$ cat config.mk
export PLATFORM = sky130hd
export DESIGN_NAME = mso_cic_decimator_flat
export DESIGN_NICKNAME = d
export VERILOG_FILES = /design/src/rtl/mso_dsp_pkg.sv /design/src/rtl/mso_cic_decimator_if.sv /design/src/rtl/mso_cic_decimator_cic_stage.sv /design/src/rtl/mso_cic_decimator.sv /design/src/flat_wrapper.sv
export SDC_FILE = /design/constraint.sdc
export NUM_CORES = 1
export LEC_CHECK = 0
export BUFFER_PORTS_ARGS = -buffer_cell sky130_fd_sc_hd__buf_2
export CAP_MARGIN = 20
export CORE_ASPECT_RATIO = 0.75
export CORE_UTILIZATION = 60
export DETAILED_ROUTE_END_ITERATION = 12
export HOLD_SLACK_MARGIN = 0.08
export PLACE_DENSITY_LB_ADDON = 0.3
export SLEW_MARGIN = 30
export SYNTH_ARGS = -nofsm -noshare
export SYNTH_HDL_FRONTEND = slang
export SYNTH_SLANG_ARGS = --single-unit
$ cat constraint.sdc
create_clock -name clk -period 9.5 [get_ports clk]
set_input_delay 1.9 -clock clk [delete_from_list [all_inputs] [get_ports clk]]
set_output_delay 1.9 -clock clk [all_outputs]
set_load 0.01 [all_outputs]
$ cat src/rtl/mso_dsp_pkg.sv
// Shared DSP helpers for the MSO acquisition path: sample widths and CIC
// register-growth arithmetic.
package mso_dsp_pkg;

    localparam int ADC_WIDTH     = 12;
    localparam int CAPTURE_WIDTH = 16;

    typedef enum logic {
        STAGE_INTEG = 1'b0,
        STAGE_COMB  = 1'b1
    } stage_kind_e;

    function automatic int clog2(input int value);
        int result;
        result = 0;
        for (int i = 0; i < 31; i++) begin
            if ((1 << i) < value) begin
                result = i + 1;
            end
        end
        return result;
    endfunction

    // Bit growth of an N-stage CIC with ratio R and differential delay M.
    function automatic int cic_width(input int in_width, input int stages,
                                     input int decim, input int diff_delay);
        return in_width + stages * clog2(decim * diff_delay);
    endfunction

endpackage

$ cat src/rtl/mso_cic_decimator_if.sv
// Sample stream between the acquisition front end and the CIC decimator.
interface mso_cic_decimator_if
    import mso_dsp_pkg::*;
#(
    parameter int IN_WIDTH  = ADC_WIDTH,
    parameter int OUT_WIDTH = CAPTURE_WIDTH
);
    logic                 enabled;
    logic [IN_WIDTH-1:0]  data_in;
    logic                 clk_transfer;
    logic [OUT_WIDTH-1:0] data_out;

    modport master (
        output enabled,
        output data_in,
        input  clk_transfer,
        input  data_out
    );

    modport slave (
        input  enabled,
        input  data_in,
        output clk_transfer,
        output data_out
    );
endinterface

$ cat src/rtl/mso_cic_decimator_cic_stage.sv
// One CIC cell: an accumulating integrator, or a comb that subtracts its input
// delayed by DELAY enabled cycles. Both modes share one register array.
module cic_stage
    import mso_dsp_pkg::*;
#(
    parameter int          W     = 16,
    parameter stage_kind_e KIND  = STAGE_INTEG,
    parameter int          DELAY = 1
) (
    input  logic         clk,
    input  logic         rst_n,
    input  logic         en,
    input  logic [W-1:0] din,
    output logic [W-1:0] dout
);
    // Integrator keeps a single accumulator; comb keeps a DELAY-deep history.
    localparam int DEPTH = (KIND == STAGE_COMB) ? DELAY : 1;

    logic [W-1:0] reg_q [DEPTH];
    logic [W-1:0] reg_d [DEPTH];

    always_comb begin
        for (int i = 0; i < DEPTH; i++) begin
            reg_d[i] = reg_q[i];
        end
        if (en) begin
            if (KIND == STAGE_INTEG) begin
                reg_d[0] = reg_q[0] + din;
            end else begin
                reg_d[0] = din;
                for (int i = 1; i < DEPTH; i++) begin
                    reg_d[i] = reg_q[i-1];
                end
            end
        end
    end

    for (genvar gi = 0; gi < DEPTH; gi++) begin : g_reg
        always_ff @(posedge clk or negedge rst_n) begin
            if (!rst_n) begin
                reg_q[gi] <= '0;
            end else begin
                reg_q[gi] <= reg_d[gi];
            end
        end
    end

    assign dout = (KIND == STAGE_INTEG) ? reg_q[0] : din - reg_q[DEPTH-1];

endmodule

$ cat src/rtl/mso_cic_decimator.sv
// CIC decimator: STAGES integrators at the sample rate, STAGES combs at the
// decimated rate, plus the divided clk_transfer that paces capture.
module mso_cic_decimator
    import mso_dsp_pkg::*;
#(
    parameter int IN_WIDTH   = ADC_WIDTH,
    parameter int OUT_WIDTH  = CAPTURE_WIDTH,
    parameter int STAGES     = 2,
    parameter int DECIM      = 4,
    parameter int DIFF_DELAY = 1
) (
    input logic                clk,
    input logic                rst_n,
    mso_cic_decimator_if.slave bus
);
    localparam int W     = cic_width(IN_WIDTH, STAGES, DECIM, DIFF_DELAY);
    localparam int CNT_W = clog2(DECIM);
    localparam logic [CNT_W-1:0] CNT_LAST = CNT_W'(DECIM - 1);
    localparam logic [CNT_W-1:0] CNT_HALF = CNT_W'(DECIM / 2 - 1);

    logic [W-1:0]         integ_w [STAGES+1];
    logic [W-1:0]         comb_w  [STAGES+1];
    logic [OUT_WIDTH-1:0] scaled;
    logic                 tick;

    logic [CNT_W-1:0]     cnt_q, cnt_d;
    logic [OUT_WIDTH-1:0] data_out_q, data_out_d;
    logic                 clk_transfer_q, clk_transfer_d;

    assign integ_w[0] = {{(W - IN_WIDTH){bus.data_in[IN_WIDTH-1]}}, bus.data_in};
    assign comb_w[0]  = integ_w[STAGES];
    assign tick       = bus.enabled && (cnt_q == CNT_LAST);

    for (genvar gi = 0; gi < STAGES; gi++) begin : g_stage
        cic_stage #(.W(W), .KIND(STAGE_INTEG), .DELAY(DIFF_DELAY)) u_integ (
            .clk  (clk),
            .rst_n(rst_n),
            .en   (bus.enabled),
            .din  (integ_w[gi]),
            .dout (integ_w[gi+1])
        );
        cic_stage #(.W(W), .KIND(STAGE_COMB), .DELAY(DIFF_DELAY)) u_comb (
            .clk  (clk),
            .rst_n(rst_n),
            .en   (tick),
            .din  (comb_w[gi]),
            .dout (comb_w[gi+1])
        );
    end

    // Keep the top OUT_WIDTH bits; narrower internal paths are sign-extended.
    if (W >= OUT_WIDTH) begin : g_trunc
        assign scaled = comb_w[STAGES][W-1 -: OUT_WIDTH];
    end else begin : g_extend
        assign scaled = {{(OUT_WIDTH - W){comb_w[STAGES][W-1]}}, comb_w[STAGES]};
    end

    always_comb begin
        cnt_d          = cnt_q;
        data_out_d     = data_out_q;
        clk_transfer_d = clk_transfer_q;
        if (tick) begin
            cnt_d          = '0;
            data_out_d     = scaled;
            clk_transfer_d = 1'b1;
        end else if (bus.enabled) begin
            cnt_d = cnt_q + 1'b1;
            if (cnt_q == CNT_HALF) begin
                clk_transfer_d = 1'b0;
            end
        end
    end

    always_ff @(posedge clk or negedge rst_n) begin
        if (!rst_n) begin
            cnt_q          <= '0;
            data_out_q     <= '0;
            clk_transfer_q <= 1'b0;
        end else begin
            cnt_q          <= cnt_d;
            data_out_q     <= data_out_d;
            clk_transfer_q <= clk_transfer_d;
        end
    end

    assign bus.data_out     = data_out_q;
    assign bus.clk_transfer = clk_transfer_q;

endmodule

$ cat src/flat_wrapper.sv
// flat-port wrapper written by rule: the top's interface ports become plain ports
module mso_cic_decimator_flat import mso_dsp_pkg::*;
#(
    parameter int IN_WIDTH   = ADC_WIDTH,
    parameter int OUT_WIDTH  = CAPTURE_WIDTH,
    parameter int STAGES     = 2,
    parameter int DECIM      = 4,
    parameter int DIFF_DELAY = 1
)
  (clk, rst_n, bus_enabled, bus_data_in, bus_clk_transfer, bus_data_out);
  mso_cic_decimator_if #(.IN_WIDTH(IN_WIDTH), .OUT_WIDTH(OUT_WIDTH)) bus_i ();
  input logic clk;
  input logic rst_n;
  input wire logic [$bits(bus_i.enabled)-1:0] bus_enabled;
  input wire logic [$bits(bus_i.data_in)-1:0] bus_data_in;
  output wire logic [$bits(bus_i.clk_transfer)-1:0] bus_clk_transfer;
  output wire logic [$bits(bus_i.data_out)-1:0] bus_data_out;
  assign bus_i.enabled = bus_enabled;
  assign bus_i.data_in = bus_data_in;
  assign bus_clk_transfer = bus_i.clk_transfer;
  assign bus_data_out = bus_i.data_out;
  mso_cic_decimator #(.IN_WIDTH(IN_WIDTH), .OUT_WIDTH(OUT_WIDTH), .STAGES(STAGES), .DECIM(DECIM), .DIFF_DELAY(DIFF_DELAY)) u_core (.clk(clk), .rst_n(rst_n), .bus(bus_i));
endmodule
==> results.yml, run 1 <==
grt:
  grt_max_degree: 84
  grt_pass1_vias: 4587
  grt_pass1_wl_um: 20600
  track_usage_pct: 24.7
  gr-total-overflow: 0
  antenna_found_initial: 0
clock_network:
  post_cts_buffers: 0
  cts_buffer_depth: 2
  clock_latency_ns: 0.34
  cts-buffers-inserted: 9
  clock-sinks: 83
  cts-root-buf: "clkbuf_16"
  cts_tree: "built"
  ctsResizeCount: 0
  cts.hold.buffers_added: 0
  clkTransAtPathRegs_ns: 0.06
  cts.htree.levels: 3
placement:
  gp_congestion: 0.917
  dpl.hpwl_um: 8790
  io_buffers: 31
logic_synthesis:
  yosysSeqAreaShare_pct: 34.7
  synthFlopType: "dfrtp_1"
  async_reset_ff_share_pct: 100
  yosysWarnings: 0
  netlist_instances: 625
  synth_edf_count: 0
  synth_nets: 706
  yosysUniqueCellTypes: 61
  avgSynthCellArea_um2: 9.58
  syn_area_um2: 5980
  synth-seq-cells: 83
critical_path:
  cp.required_ns: 9.76
  crit_type: "reg -> reg"
  startpoint_type: "flop"
  crit_arrival_ns: 4.54
  worstRegToRegCells: 18
  cp_max_fo: 6
  max_stage_delay_ns: 0.39
  endpoint_kind: "flop"
  crit_chain: "inv_1, ha_1, inv_1, fa_1, a21o_1, a21oi_1, nor2b_2, a41oi_1, a41oi_1, xor2_1, ha_1, a211oi_1, o21ai_0, a32oi_1, a21boi_1, xnor2_1, xnor3_1, o21ai_1"
  cp_slowest_cell: "fa_1"
timing:
  worst_pin_slew_ns: 0.792
  rsz0062_at_grt: "no"
  min_period_ns: 4.28
  relSlewSlack_pct: 47.2
  fmax_mhz: 234
  finalClockSkew_ns: 0.00471
  period_share_pct: 45.0
  hold_violations: 0
  drv_slew: 0
  setup_violations: 0
  tns_ns: 0
  hold_slack_ns: 0.474
floorplan:
  die_area_um2: 10400
  io-pin-count: 32
  coreArea_um2: 9660
  start_util_pct: 62.0
  die_x_um: 117
  num_rows: 31
  die_h_um: 88.5
routing:
  ant_nets: 0
  drt_iter0_drc: 266
  wirelength_um: 12000
  first_pass_iters: 4
  dr_total_vias: 4639
  drc_errors: 0
  avgViaCountPerCell: 5.89
  wire_per_inst_um: 15.2
finish:
  finalNetCount: 732
  antennaDiodeCount: 0
  fillerInstances: 742
  syn_to_final_growth_pct: 10.8
  mostFrequentLayoutCell: "dfrtp_1"
  drive_gt1_share_pct: 15.1
  mostFrequentLayoutCells: "dfrtp_1, ha_1, inv_1, nand2_1, mux2_2"
job:
  max_cap_violations: 0
status:
  outcome: "finished clean"
worst_hold_path:
  hold_path_depth: 2
  min_path_type: "reg -> reg"
-- cells in the mapped netlist (10+ instances only) --
master,number,area (µm²)
inv_1,46,173
a21o_1,21,158
clkbuf_1,11,41.3
ha_1,62,776
xnor2_1,28,245
dfrtp_1,83,2080
nor2_1,35,131
nor3_1,10,50.1
xor2_1,20,175
nor2b_1,12,75.1
o21a_1,12,90.1
a21oi_1,41,205
nand2_1,47,176
o21ai_0,31,155
mux2_2,43,484
-- state kept, by name, indices dropped and copies added, names as in the netlist --
signal / flops
u_core.bus.clk_transfer: 1
u_core.bus.data_out: 16
u_core.g_stage.u_integ.dout: 32
u_core.cnt_q: 2
u_core.g_stage.u_comb.reg_q: 32
-- critical path: cells and delay by family (launching register included) --
family	cells	cell delay [ns]
AO/OA/AOI/OAI	9	2.02
adder cells (fa/ha/maj)	3	0.95
XOR/XNOR	3	0.58
flip-flops	1	0.38
buffers and inverters	2	0.15
AND/OR/NAND/NOR	1	0.09
-- path summary, 6_finish.rpt --
kind | slack, ns | endpoint | startpoint
max | 5.22 | u_core.bus.data_out[15]$_DFFE_PN0P_ | u_core.g_stage[1].u_integ.dout[0]$_DFFE_PN0P_
min | 0.47 | u_core.bus.data_out[7]$_DFFE_PN0P_ | u_core.bus.data_out[7]$_DFFE_PN0P_
max reg2reg | 5.22 | u_core.bus.data_out[15]$_DFFE_PN0P_ | u_core.g_stage[1].u_integ.dout[0]$_DFFE_PN0P_
min reg2reg | 0.47 | u_core.bus.data_out[7]$_DFFE_PN0P_ | u_core.bus.data_out[7]$_DFFE_PN0P_
max in group asynchronous | 7.36 | u_core.g_stage[1].u_comb.reg_q[11]$_DFFE_PN0P_ | rst_n
min in group asynchronous | 1.60 | u_core.g_stage[0].u_integ.dout[1]$_DFFE_PN0P_ | rst_n
-- layout make-up --
cell class,instances,area (µm²),share of cell area (%)
Multi-Input combinational cell,479,3670,55.4
Tap cell,132,165,2.49
Inverter,46,173,2.60
Timing Repair Buffer,32,169,2.55
Clock buffer,9,225,3.40
Clock inverter,7,146,2.21
Sequential cell,83,2080,31.3
-- per-stage QoR --
step                std cells  util (%)  area (µm²)  setup slack, ns
floorplan                 625         -        5980             5.69
global placement          772      64.7        6250             5.48
detailed placement        772      64.8        6260             5.35
CTS                       788      68.6        6630             5.25
global route              788      68.6        6630             4.92
finish                    788      68.6        6630             5.22
-- per-layer routing --
metal	routed length (µm)	vias to the layer above	share of wire, %	global-route usage [%]
met5	0	-	0	0
li1	-	2293	-	-
met1	5600	2248	47	31.2
met2	5720	85	48	43.4
met4	108	0	0.90	6.02
met3	559	13	4.7	6.12
-- kinds of logic (layout without fill, tap and decap cells) --
group / after synthesis / count (layout) / synth area share [%]
AOI/OAI and AO/OA: 174 / 174 / 19.5
buffers and inverters: 63 / 94 / 3.95
and+or+nand+nor: 143 / 143 / 11.4
adders and majority gates: 66 / 66 / 14.3
DFF: 83 / 83 / 34.7
xor gates and xnor gates: 49 / 49 / 7.40
muxes: 47 / 47 / 8.76
Power of run 1 is not shown: default switching activity piles up to over one toggle a cycle in this logic, so the estimate is an artifact.
==> run 2: changes to the inputs <==
CORE_UTILIZATION = 56   (was 60)
clock period = 3.93 ns   (was 9.5 ns; I/O delays follow)
==> run 2 against run 1 <==
Net effect: core utilization is 3.7 points lower; die area is 7.0% higher; critical path depth stayed put; sequential cell count stayed put; via count is 0.30% lower; critical path type unchanged; critical endpoint unchanged; largest cell class unchanged.
==> results.yml, run 2 (synthesis results as in run 1) <==
grt:
  gr-total-overflow: 0
  antenna_found_initial: 0
  track_usage_pct: 24.4
  grt_pass1_wl_um: 21700
  grt_max_degree: 84
  grt_pass1_vias: 4763
critical_path:
  endpoint_kind: "flop"
  path_buf_inv: 3
  cp.required_ns: 4.20
  cp_top_family: "compound AO/OA/AOI/OAI gates"
  crit_chain: "inv_2, ha_2, inv_1, fa_2, a21o_1, a21oi_2, nor2b_2, o21a_1, o41a_1, xor2_1, ha_1, buf_4, a221o_1, a32oi_1, a21boi_2, xnor2_1, xnor3_1, o21ai_1"
  crit_type: "reg -> reg"
  max_stage_delay_ns: 0.39
  r2r_end: "u_core.bus.data_out[15]$_DFFE_PN0P_"
  worstRegToRegCells: 18
  cp_slowest_cell: "dfrtp_1"
  r2r_start: "u_core.g_stage[1].u_integ.dout[0]$_DFFE_PN0P_"
  startpoint_type: "flop"
  reg2reg_slack_ns: 0.04
  crit_arrival_ns: 4.16
  cp_max_fo: 4
routing:
  avgViaCountPerCell: 5.79
  first_pass_iters: 5
  ant_nets: 0
  wire_per_inst_um: 15.5
  dr_total_vias: 4625
  wirelength_um: 12400
  drc_errors: 0
  drt_iter0_drc: 231
placement:
  gp_congestion: 0.999
  io_buffers: 31
  place.detailed.instances: 782
  dpl.hpwl_um: 9050
clock_network:
  clock_latency_ns: 0.34
  cts_tree: "built"
  cts-buffers-inserted: 9
  cts_buffer_depth: 2
  cts.hold.buffers_added: 0
  clock-sinks: 83
  clkTransAtPathRegs_ns: 0.06
  cts.htree.levels: 3
  cts-root-buf: "clkbuf_16"
floorplan:
  coreArea_um2: 10300
  start_util_pct: 57.9
  num_rows: 32
  die_h_um: 91.5
  die_area_um2: 11100
  die_x_um: 121
  io-pin-count: 32
finish:
  antennaDiodeCount: 0
  syn_to_final_growth_pct: 12.1
  mostFrequentLayoutCell: "dfrtp_1"
  finalNetCount: 739
  fin_cells: 799
  mostFrequentLayoutCells: "dfrtp_1, ha_1, nand2_1"
  drive_gt1_share_pct: 17.3
status:
  outcome: "finished clean"
worst_hold_path:
  min_path_type: "in -> async"
timing:
  rsz0062_at_grt: "yes"
  min_period_ns: 3.89
  finalClockSkew_ns: 0.00712
  hold_violations: 0
  fmax_mhz: 257
  drv_slew: 0
  setup_violations: 0
  worst_pin_slew_ns: 0.772
  relSlewSlack_pct: 48.6
  period_share_pct: 99.1
job:
  max_cap_violations: 0
[run 2: cell count changes in the layout (fill, tap and decap cells not counted), moves of 2 or more]
cell and delta:
a41oi_2 +2, inv_6 -2, buf_4 +7, a41oi_1 -2, clkbuf_8 +2
[run 2: how the worst max path moves through the flow]
stage                                                  startpoint                                  end  slack (ns)  cells past startpoint
floorplan           u_core.g_stage[1].u_integ.dout[0]$_DFFE_PN0P_  u_core.bus.data_out[15]$_DFFE_PN0P_        0.12                     18
global placement    u_core.g_stage[1].u_integ.dout[0]$_DFFE_PN0P_  u_core.bus.data_out[15]$_DFFE_PN0P_        0.01                     18
detailed placement  u_core.g_stage[1].u_integ.dout[0]$_DFFE_PN0P_  u_core.bus.data_out[15]$_DFFE_PN0P_       -0.15                     18
CTS                 u_core.g_stage[1].u_integ.dout[0]$_DFFE_PN0P_  u_core.bus.data_out[15]$_DFFE_PN0P_       0.009                     18
global route        u_core.g_stage[1].u_integ.dout[0]$_DFFE_PN0P_  u_core.bus.data_out[15]$_DFFE_PN0P_       -0.15                     18
finish              u_core.g_stage[1].u_integ.dout[0]$_DFFE_PN0P_  u_core.bus.data_out[15]$_DFFE_PN0P_        0.04                     18
[run 2: metrics by stage]
stage	hold WS (ns)	TNS, ns	utilization [%]	setup WS (ns)	instance area (µm²)
final	0.464	0	64.9	0.0352	6710
after global routing	0.506	-0.152	64.9	-0.152	6710
after CTS	0.477	0	64.7	0.00897	6680
after detailed placement	0.461	-0.149	61.1	-0.149	6310
after global placement	0.457	0	61.0	0.0129	6300
after floorplan	0.443	0	-	0.117	5980
[run 2: timing repair]
item                                    CTS  global route
endpoints found under the setup margin    1             3
resized for setup                         6             3
setup buffers                             0             1
pin swaps                                 2             4
[run 2: per-layer routing]
layer / vias to the layer above / share of wire (%) / global-route usage [%]
li1: 2300 / - / -
met1: 2226 / 46 / 31.4
met2: 86 / 49 / 40.9
met3: 13 / 3.8 / 5.34
met4: 0 / 1.1 / 7.30
met5: - / 0 / 0
[run 2: cell type report]
| class | instances | area [µm²] |
|---|---|---|
| Fill cell | 807 | 3620 |
| Clock buffer | 11 | 253 |
| Sequential cell | 83 | 2080 |
| Tap cell | 136 | 170 |
| Multi-Input combinational cell | 479 | 3710 |
| Timing Repair Buffer | 39 | 221 |
| Inverter | 46 | 173 |
| Clock inverter | 5 | 106 |
[run 2: worst reg2reg max path: stages, from the launching register on]
cell and delay (ns):
dfrtp_1 0.39, inv_2 0.07, ha_2 0.18, inv_1 0.05
fa_2 0.33, a21o_1 0.17, a21oi_2 0.17, nor2b_2 0.07
o21a_1 0.18, o41a_1 0.32, xor2_1 0.16, ha_1 0.29
buf_4 0.16, a221o_1 0.34, a32oi_1 0.19, a21boi_2 0.23
xnor2_1 0.15, xnor3_1 0.24, o21ai_1 0.13
Power of run 2 is left out for the same reason.
==> run 3: changes to the inputs <==
CTS_BUF_LIST = sky130_fd_sc_hd__clkbuf_16   (was not set)
==> run 3 against run 2 <==
Net effect: first-iteration DRC count is 7.4% higher; critical path depth stayed put; sequential cell count stayed put; worst hold slack better by 0.0099 ns; wire length is 0.42% lower; global-route usage hardly changed; core utilization is 0.27 points lower; clock skew is 0.0010 ns lower; sequential share of layout area is 0.13 points higher; final cell count is 0.13% lower.
==> results.yml, run 3 (synthesis results as in run 1) <==
timing:
  fmax_mhz: 255
  period_share_pct: 99.6
  worst_pin_slew_ns: 0.761
  finalClockSkew_ns: 0.00610
  relSlewSlack_pct: 49.3
  drv_slew: 0
  rsz0062_at_grt: "yes"
  setup_violations: 0
  min_period_ns: 3.91
  hold_violations: 0
critical_path:
  startpoint_type: "flop"
  cp_max_fo: 4
  crit_arrival_ns: 4.18
  cp.required_ns: 4.19
  crit_type: "reg -> reg"
  endpoint_kind: "flop"
clock_network:
  cts-root-buf: "clkbuf_16"
  cts-buffers-inserted: 9
  cts.htree.levels: 3
  cts_buffer_depth: 2
  post_cts_buffers: 0
  clock-sinks: 83
  clkTransAtPathRegs_ns: 0.06
  cts_tree: "built"
  clock_latency_ns: 0.34
floorplan:
  io-pin-count: 32
  coreArea_um2: 10300
  die_h_um: 91.5
  die_area_um2: 11100
  start_util_pct: 57.9
  die_x_um: 121
  num_rows: 32
grt:
  antenna_found_initial: 0
  grt_util_met2_pct: 41.0
  gr-total-overflow: 0
  gr-usage-met1_pct: 31.2
  grt_max_degree: 84
  grt_pass1_wl_um: 21700
  track_usage_pct: 24.4
  met3_usage_pct: 5.40
  top_usage_layer: "met2"
  grt_pass1_vias: 4778
finish:
  finalNetCount: 738
  syn_to_final_growth_pct: 11.6
  fin_cells: 798
  antennaDiodeCount: 0
  mostFrequentLayoutCells: "dfrtp_1, ha_1, nand2_1"
  drive_gt1_share_pct: 16.9
  mostFrequentLayoutCell: "dfrtp_1"
routing:
  first_pass_iters: 7
  ant_nets: 0
  avgViaCountPerCell: 5.83
  drt_iter0_drc: 248
  wire_per_inst_um: 15.5
  drc_errors: 0
  dr_total_vias: 4653
  wirelength_um: 12300
placement:
  gp_congestion: 0.999
  dpl.hpwl_um: 9050
  io_buffers: 31
  place.detailed.instances: 782
job:
  max_cap_violations: 0
worst_hold_path:
  min_path_type: "reg -> reg"
status:
  outcome: "finished clean"
## run 3: area by class of cell
class	instances	area, µm²
repair buffers	38	214
well taps	136	170
flip-flops and latches	83	2080
inverters	46	173
clock inverters	7	114
multi-input cells	479	3710
fillers	809	3650
clock buffers	9	225
## run 3: metrics by stage
stage                     worst slack (ns)  util [%]  cell area [µm²]  setup TNS (ns)  hold slack, ns
after global placement              0.0129      61.0             6300               0           0.457
final                               0.0156      64.7             6680               0           0.474
after CTS                          0.00898      64.5             6660               0           0.477
after detailed placement            -0.149      61.1             6310          -0.149           0.461
after floorplan                      0.117         -             5980               0           0.443
after global routing                -0.169      64.7             6680          -0.179           0.506
## run 3: timing repair
item / 4_1_cts / 5_1_grt
pin swaps: 2 / 4
setup endpoints to repair: 1 / 3
endpoints found under the hold margin: 0 / 0
hold buffers: 0 / 0
resized for setup: 6 / 3
## run 3: critical path, cell delays in order, from the launching register on
cell and delay, ns:
dfrtp_1 0.39, inv_2 0.07, ha_2 0.18, inv_1 0.05
fa_2 0.33, a21o_1 0.18, a21oi_2 0.18, nor2b_2 0.08
o21a_1 0.18, o41a_1 0.32, xor2_1 0.16, ha_1 0.29
buf_4 0.15, a221o_1 0.34, a32oi_1 0.19, a21boi_2 0.23
xnor2_1 0.15, xnor3_1 0.24, o21ai_1 0.13
## run 3: path summary, 6_finish.rpt
path                                                          startpoint                                             end  slack (ns)  cells past startpoint
max                        u_core.g_stage[1].u_integ.dout[0]$_DFFE_PN0P_             u_core.bus.data_out[15]$_DFFE_PN0P_        0.02                     18
min                                   u_core.bus.data_out[7]$_DFFE_PN0P_              u_core.bus.data_out[7]$_DFFE_PN0P_        0.47                      2
max reg2reg                u_core.g_stage[1].u_integ.dout[0]$_DFFE_PN0P_             u_core.bus.data_out[15]$_DFFE_PN0P_        0.02                     18
min reg2reg                           u_core.bus.data_out[7]$_DFFE_PN0P_              u_core.bus.data_out[7]$_DFFE_PN0P_        0.47                      2
max in group asynchronous                                          rst_n  u_core.g_stage[0].u_comb.reg_q[14]$_DFFE_PN0P_        2.91                      1
min in group asynchronous                                          rst_n   u_core.g_stage[0].u_integ.dout[0]$_DFFE_PN0P_        0.48                      1
## run 3: routing by layer
| layer | vias to the layer above | routed length [µm] |
|---|---|---|
| met1 | 2243 | 5710 |
| met4 | 0 | 130 |
| met3 | 13 | 448 |
| met5 | - | 0 |
| li1 | 2302 | - |
| met2 | 95 | 6050 |
Power of run 3 is left out for the same reason.
